`src/rtl/pipe_ctrl_pkg.sv`:
```
// Shared definitions for the pipeline hazard controller: FSM encoding,
// stall hold vectors and the zero word.
package pipe_ctrl_pkg;

  typedef enum logic [1:0] {
    IDLE    = 2'd0,
    EX_BUSY = 2'd1,
    FLUSH   = 2'd2
  } state_t;

  // Hold vector bits: 0 PC, 1 IF/ID, 2 ID/EX, 3 EX/MEM, 4 MEM/WB, 5 WB
  localparam logic [5:0] STALL_NONE    = 6'b000000;
  localparam logic [5:0] STALL_LOADUSE = 6'b000111;
  localparam logic [5:0] STALL_EXBUSY  = 6'b001111;

  localparam logic [31:0] ZeroWord = 32'h0000_0000;

endpackage

```
`src/rtl/busy_watchdog.sv`:
```
// Cycle counter for time spent waiting on an EX multi-cycle op; flags the
// last allowed busy cycle (count == LIMIT-1).
module busy_watchdog #(
  parameter int LIMIT = 64
) (
  input  logic clk,
  input  logic rst,
  input  logic clear,
  input  logic enable,
  output logic limit_hit
);

  logic [7:0] count;

  always_ff @(posedge clk or negedge rst) begin
    if (!rst) begin
      count <= 8'd0;
    end else if (clear) begin
      count <= 8'd0;
    end else if (enable) begin
      count <= count + 8'd1;
    end
  end

  // The controller leaves EX_BUSY on this flag, so the counter never wraps.
  assign limit_hit = (count == 8'(LIMIT - 1));

endmodule

```
`src/rtl/pipe_ctrl.sv`:
```
// Pipeline stall/flush controller: load-use and EX multi-cycle interlocks,
// redirect flush with priority, EX watchdog and a saturating stall counter.
module pipe_ctrl
  import pipe_ctrl_pkg::*;
#(
  parameter int BUSY_TIMEOUT = 64,
  parameter int CNT_W        = 32
) (
  input  logic             clk,
  input  logic             rst,
  input  logic             stallreq_id,
  input  logic             stallreq_ex,
  input  logic             ex_done,
  input  logic             flush_req,
  input  logic [31:0]      flush_pc,
  input  logic             cnt_clr,
  output logic [5:0]       stall,
  output logic             flush,
  output logic [31:0]      new_pc,
  output logic             ex_abort,
  output logic             timeout_err,
  output logic [CNT_W-1:0] stall_cnt,
  output state_t           state
);

  state_t next_state;
  logic   abort_set;
  logic   timeout_set;
  logic   wd_hit;

  busy_watchdog #(
    .LIMIT(BUSY_TIMEOUT)
  ) u_watchdog (
    .clk      (clk),
    .rst      (rst),
    .clear    (state != EX_BUSY),
    .enable   (state == EX_BUSY),
    .limit_hit(wd_hit)
  );

  always_comb begin
    next_state  = state;
    stall       = STALL_NONE;
    abort_set   = 1'b0;
    timeout_set = 1'b0;
    if (flush_req) begin
      // Redirect beats every stall request and a coincident ex_done.
      next_state = FLUSH;
      abort_set  = (state == EX_BUSY);
    end else begin
      case (state)
        IDLE: begin
          if (stallreq_ex) begin
            stall      = STALL_EXBUSY;
            next_state = EX_BUSY;
          end else if (stallreq_id) begin
            stall = STALL_LOADUSE;
          end
        end
        EX_BUSY: begin
          if (ex_done) begin
            next_state = IDLE;
          end else begin
            stall = STALL_EXBUSY;
            if (wd_hit) begin
              next_state  = IDLE;
              abort_set   = 1'b1;
              timeout_set = 1'b1;
            end
          end
        end
        FLUSH:   next_state = IDLE;
        default: next_state = IDLE;
      endcase
    end
    // The hold vector must read zero while reset is asserted.
    if (!rst) begin
      stall = STALL_NONE;
    end
  end

  always_ff @(posedge clk or negedge rst) begin
    if (!rst) begin
      state       <= IDLE;
      flush       <= 1'b0;
      new_pc      <= ZeroWord;
      ex_abort    <= 1'b0;
      timeout_err <= 1'b0;
      stall_cnt   <= '0;
    end else begin
      state    <= next_state;
      flush    <= flush_req;
      ex_abort <= abort_set;
      if (flush_req) begin
        new_pc <= flush_pc;
      end
      if (timeout_set) begin
        timeout_err <= 1'b1;
      end
      if (cnt_clr) begin
        stall_cnt <= '0;
      end else if ((stall != STALL_NONE) && (stall_cnt != '1)) begin
        stall_cnt <= stall_cnt + 1'b1;
      end
    end
  end

endmodule

```
`config.mk`:
```
export PLATFORM = sky130hd
export DESIGN_NAME = pipe_ctrl
export DESIGN_NICKNAME = d
export VERILOG_FILES = /design/src/rtl/pipe_ctrl_pkg.sv /design/src/rtl/busy_watchdog.sv /design/src/rtl/pipe_ctrl.sv
export SDC_FILE = /design/constraint.sdc
export NUM_CORES = 1
export LEC_CHECK = 0
export BUFFER_PORTS_ARGS = -buffer_cell sky130_fd_sc_hd__buf_2
export CAP_MARGIN = 15
export CORE_MARGIN = 3
export CORE_UTILIZATION = 48
export CTS_BUF_LIST = sky130_fd_sc_hd__clkbuf_4 sky130_fd_sc_hd__clkbuf_8
export DETAILED_ROUTE_END_ITERATION = 6
export PLACE_DENSITY = 0.81
export SLEW_MARGIN = 0
export SYNTH_ARGS = -nofsm -noshare
export SYNTH_HDL_FRONTEND = slang
export SYNTH_SLANG_ARGS = --single-unit
```
`constraint.sdc`:
```
create_clock -name clk -period 2.1 [get_ports clk]
set_clock_uncertainty 0.15 [all_clocks]
set_input_delay 0.21 -clock clk [delete_from_list [all_inputs] [get_ports clk]]
set_output_delay 0.21 -clock clk [all_outputs]
set_load 0.01 [all_outputs]
```
==> Implementation_results.wiki <==
{| class="wikitable"
! Metric !! Value
|-
| Post-synth EDFFs || 0
|-
| Proportion of netlist area held by the largest area contributor || 53.8%
|-
| Cell area after synthesis || 3580 µm²
|-
| Transition time at the pin with the least slew margin || 0.969 ns
|-
| TritonCTS clock tree || done
|-
| Layout cells sized above 1 || 51.3%
|-
| Die area || 8530 µm²
|-
| Count of pins on the block boundary || 114
|-
| Number of vias in the routed layout || 3,430
|-
| Crit share post-route || 106%
|-
| Worst Path Class, Setup || register to register
|-
| Setup repair after global routing missed its margin || true
|-
| Final core utilization || 77.6%
|-
| Cell accounting for the most synthesized area || sky130_fd_sc_hd__dfrtp_1
|-
| Data required time of the worst path || 2.23 ns
|-
| FFs w/ async S/R, synth || 100%
|-
| Post-synthesis register bit count || 77
|-
| Wire length of the first global-routing pass || 16.4 mm
|-
| Worst Hold Class || input port to register
|-
| Critical-path cell with the highest stage delay || sky130_fd_sc_hd__dfrtp_1
|-
| Leakage power summed over all cells || 2.48 nW
|-
| Post-detailed-route DRC marker count || 0
|-
| First drt pass iteration count || 4
|-
| Sink count of the clock tree || 77
|-
| Final net count || 560
|-
| Signed area change from the synthesized netlist to the final layout || 52.3%
|-
| Maximum fanout along the worst path || 6
|-
| Worst VDD drop || 447 µV
|-
| Number of antenna violations at the first check in global routing || 0
|-
| Initial core utilization || 51.0%
|-
| Average vias per placed instance || 5.53
|-
| Portion of the post-synthesis area used by sequential elements || 53.8%
|-
| Fmax achieved || 0.448 GHz
|-
| Total power per unit cell area || 558 nW/µm²
|-
| Period minus WS final || 2.23 ns
|-
| Area used by sequential logic in the layout || 1930 µm²
|-
| GRT Resource Usage Total || 24.2%
|-
| Category of cells accounting for the largest share of critical-path delay || simple AND/OR/NAND/NOR gates
|-
| Setup ws final || -0.130 ns
|-
| Horiz. Die Dim || 92.4 µm
|-
| Pin count of the biggest net entering global routing || 78
|-
| Combined buffer and inverter count along the critical path || 2
|-
| Critical path launch point type || register
|-
| Cell at the root of the clock tree || sky130_fd_sc_hd__clkbuf_8
|-
| Crit end category || register
|-
| Clock edge transition at the registers on the reported setup and hold paths || 0.09 ns
|-
| Violated checks || setup timing
|-
| Number of warnings issued by yosys || 0
|-
| Port Buffer Count || 111
|-
| Final Hold Vio Count || 0
|-
| Antenna Violating Nets Remaining || 0
|-
| Worst skew pair latency || 0.35 ns
|-
| Final weighted congestion in routability-driven placement || 0.923
|-
| Total Wirelength || 10.8 mm
|-
| Setup Viol. Count Final || 27
|-
| Status || finished, violations left
|-
| Synth unique cells || 46
|-
| Critical path, cell by cell || or3b_4, a211o_4, clkinv_8, o2111ai_4, buf_6, or3_1, a21oi_1
|-
| Total clock buffers created by CTS || 9
|-
| Prevailing post-synth register cell || sky130_fd_sc_hd__dfrtp_1
|-
| Std cell rows || 30
|-
| Vias in the first global route || 3,435
|-
| Routed length per placed instance || 17.4 µm
|-
| Largest stage delay on the critical path || 0.39 ns
|-
| Number of H-tree levels || 3
|-
| Number of violations reported at the end of detailed-routing iteration 0 || 169
|-
| Post-synthesis average cell area || 11.1 µm²
|-
| Critical path arrival || 2.36 ns
|-
| Area used by multi-input combinational logic || 1760 µm²
|-
| Setup TNS Final || -1.47 ns
|-
| Final HPWL from detailed placement || 6.45 mm
|-
| Area contributors post-synth || sky130_fd_sc_hd__dfrtp_1, sky130_fd_sc_hd__mux2_2, sky130_fd_sc_hd__a21oi_1, sky130_fd_sc_hd__or3_1, sky130_fd_sc_hd__or4_1
|-
| Clock Tree Buf Depth || 2
|-
| Die height || 92.4 µm
|-
| Aggregate global routing overflow || 0
|-
| Core outline area || 7020 µm²
|-
| Number of maximum-capacitance violations || 0
|-
| Final Slew Violations || 0
|-
| Max-Slew Margin vs Limit || 35.4%
|-
| # fillers || 434
|-
| Instance count of the mapped netlist || 323
|-
| Inserted Diodes || 0
|}
## path summary, 6_finish.rpt
kind                                     startpoint             endpoint  depth (start not counted)  slack (ns)
max in group asynchronous                       rst        stall_cnt[17]                          3        0.61
worst max register to register             state[1]        stall_cnt[31]                          7       -0.13
worst min-delay path                        ex_done          timeout_err                          3        0.06
min in group asynchronous                       rst                flush                          3        0.49
worst max-delay path                       state[1]        stall_cnt[31]                          7       -0.13
worst min register to register  u_watchdog.count[0]  u_watchdog.count[0]                          1        0.32
## layout by cell type (no fill, tap or decap), types with 3 or more instances in the layout
cell type / synthesis / routed
sky130_fd_sc_hd__a21oi_1: 27 / 13
sky130_fd_sc_hd__a21oi_2: 0 / 14
sky130_fd_sc_hd__and4_1: 3 / 3
sky130_fd_sc_hd__buf_2: 1 / 108
sky130_fd_sc_hd__buf_4: 5 / 52
sky130_fd_sc_hd__buf_6: 2 / 6
sky130_fd_sc_hd__clkbuf_8: 0 / 9
sky130_fd_sc_hd__dfrtp_1: 77 / 74
sky130_fd_sc_hd__dfrtp_2: 0 / 3
sky130_fd_sc_hd__dlygate4sd3_1: 0 / 34
sky130_fd_sc_hd__inv_1: 6 / 6
sky130_fd_sc_hd__inv_6: 0 / 3
sky130_fd_sc_hd__mux2_2: 32 / 32
sky130_fd_sc_hd__nand2_1: 13 / 13
sky130_fd_sc_hd__nand2b_1: 5 / 5
sky130_fd_sc_hd__nand3_1: 14 / 12
sky130_fd_sc_hd__nand4_1: 8 / 8
sky130_fd_sc_hd__nor2_1: 20 / 20
sky130_fd_sc_hd__nor4_4: 0 / 3
sky130_fd_sc_hd__o21ai_0: 6 / 5
sky130_fd_sc_hd__o21ai_1: 9 / 9
sky130_fd_sc_hd__o31ai_1: 13 / 12
sky130_fd_sc_hd__or3_1: 17 / 12
sky130_fd_sc_hd__or3_4: 0 / 5
sky130_fd_sc_hd__or4_1: 14 / 8
sky130_fd_sc_hd__or4_4: 0 / 6
sky130_fd_sc_hd__xor2_1: 5 / 5
## registers in the layout, summed over array words and instances (netlist names)
register          count
stall_cnt            32
flush                 1
new_pc               32
state                 2
ex_abort              1
u_watchdog.count      8
timeout_err           1
## what timing repair did
action | CTS | global route
setup endpoints to repair | 31 | 34
resized for setup | 14 | 37
hold endpoints to repair | 87 | 0
buffers inserted | 1 | 10
hold buffers | 34 | 0
pin swaps | 11 | 7
gates cloned | 1 | 2
## cell usage after synthesis, drive strengths merged, types with 3 or more instances
master	count
a21oi	27
dfrtp	77
buf	9
nand3	15
clkbuf	11
nor4	3
nand2b	5
o21ai	15
or3	17
xor2	5
nor2	20
or4	14
nor3	3
or2	3
and4	3
mux2	34
nand2	13
inv	6
nand4	9
o31ai	13
## metal layers
layer	vias to the layer above	track usage, %	wire (µm)
met5	-	0	0
met4	0	9.65	227
met3	21	3.33	437
met2	113	43.6	6030
met1	1712	29.0	4070
li1	1584	-	-
## kinds of logic (layout without fill, tap and decap cells)
family / after synthesis / count (layout) / synth area share [%]
buf+inv: 27 / 226 / 3.95
xor+xnor: 7 / 7 / 1.71
other cells: 1 / 2 / 0.105
mux: 34 / 34 / 10.7
compound gates: 64 / 65 / 11.2
flops: 77 / 77 / 53.8
simple gates: 111 / 111 / 17.8
fa+ha+maj: 2 / 2 / 0.699
## per-stage QoR
step	hold slack [ns]	instance area [µm²]	worst slack, ns	std cells	power [W]
after global routing	0.0597	5450	-0.165	620	0.00315
after detailed placement	0.290	4530	-0.229	556	0.00192
final	0.0632	5450	-0.130	620	0.00304
after global placement	0.286	4530	-0.124	556	0.00190
after floorplan	-0.236	3620	-0.0561	324	0.00176
after CTS	0.0413	5160	-0.0934	608	0.00304
## power breakdown
part / total (W) / leakage, nW / internal (W) / switching, W
registers: 0.00159 / 0.991 / 0.00155 / 0.0000386
clock network: 0.00108 / 0.0907 / 0.000458 / 0.000620
logic: 0.000376 / 1.40 / 0.000191 / 0.000185
total: 0.00304 / 2.48 / 0.00220 / 0.000844
## worst reg2reg max path: stages, from the launching register on
cell                        delay, ns
sky130_fd_sc_hd__dfrtp_1         0.39
sky130_fd_sc_hd__or3b_4          0.38
sky130_fd_sc_hd__a211o_4         0.33
sky130_fd_sc_hd__clkinv_8        0.09
sky130_fd_sc_hd__o2111ai_4       0.18
sky130_fd_sc_hd__buf_6           0.19
sky130_fd_sc_hd__or3_1           0.31
sky130_fd_sc_hd__a21oi_1         0.14
## cell type report
type | instances | share of cell area (%)
well taps | 96 | 2.20
repair buffers | 203 | 25.8
clock buffers | 9 | 2.27
flip-flops and latches | 77 | 35.4
clock inverters | 7 | 1.17
multi-input cells | 221 | 32.4
inverters | 7 | 0.712
(Power assumes the default switching activity.)
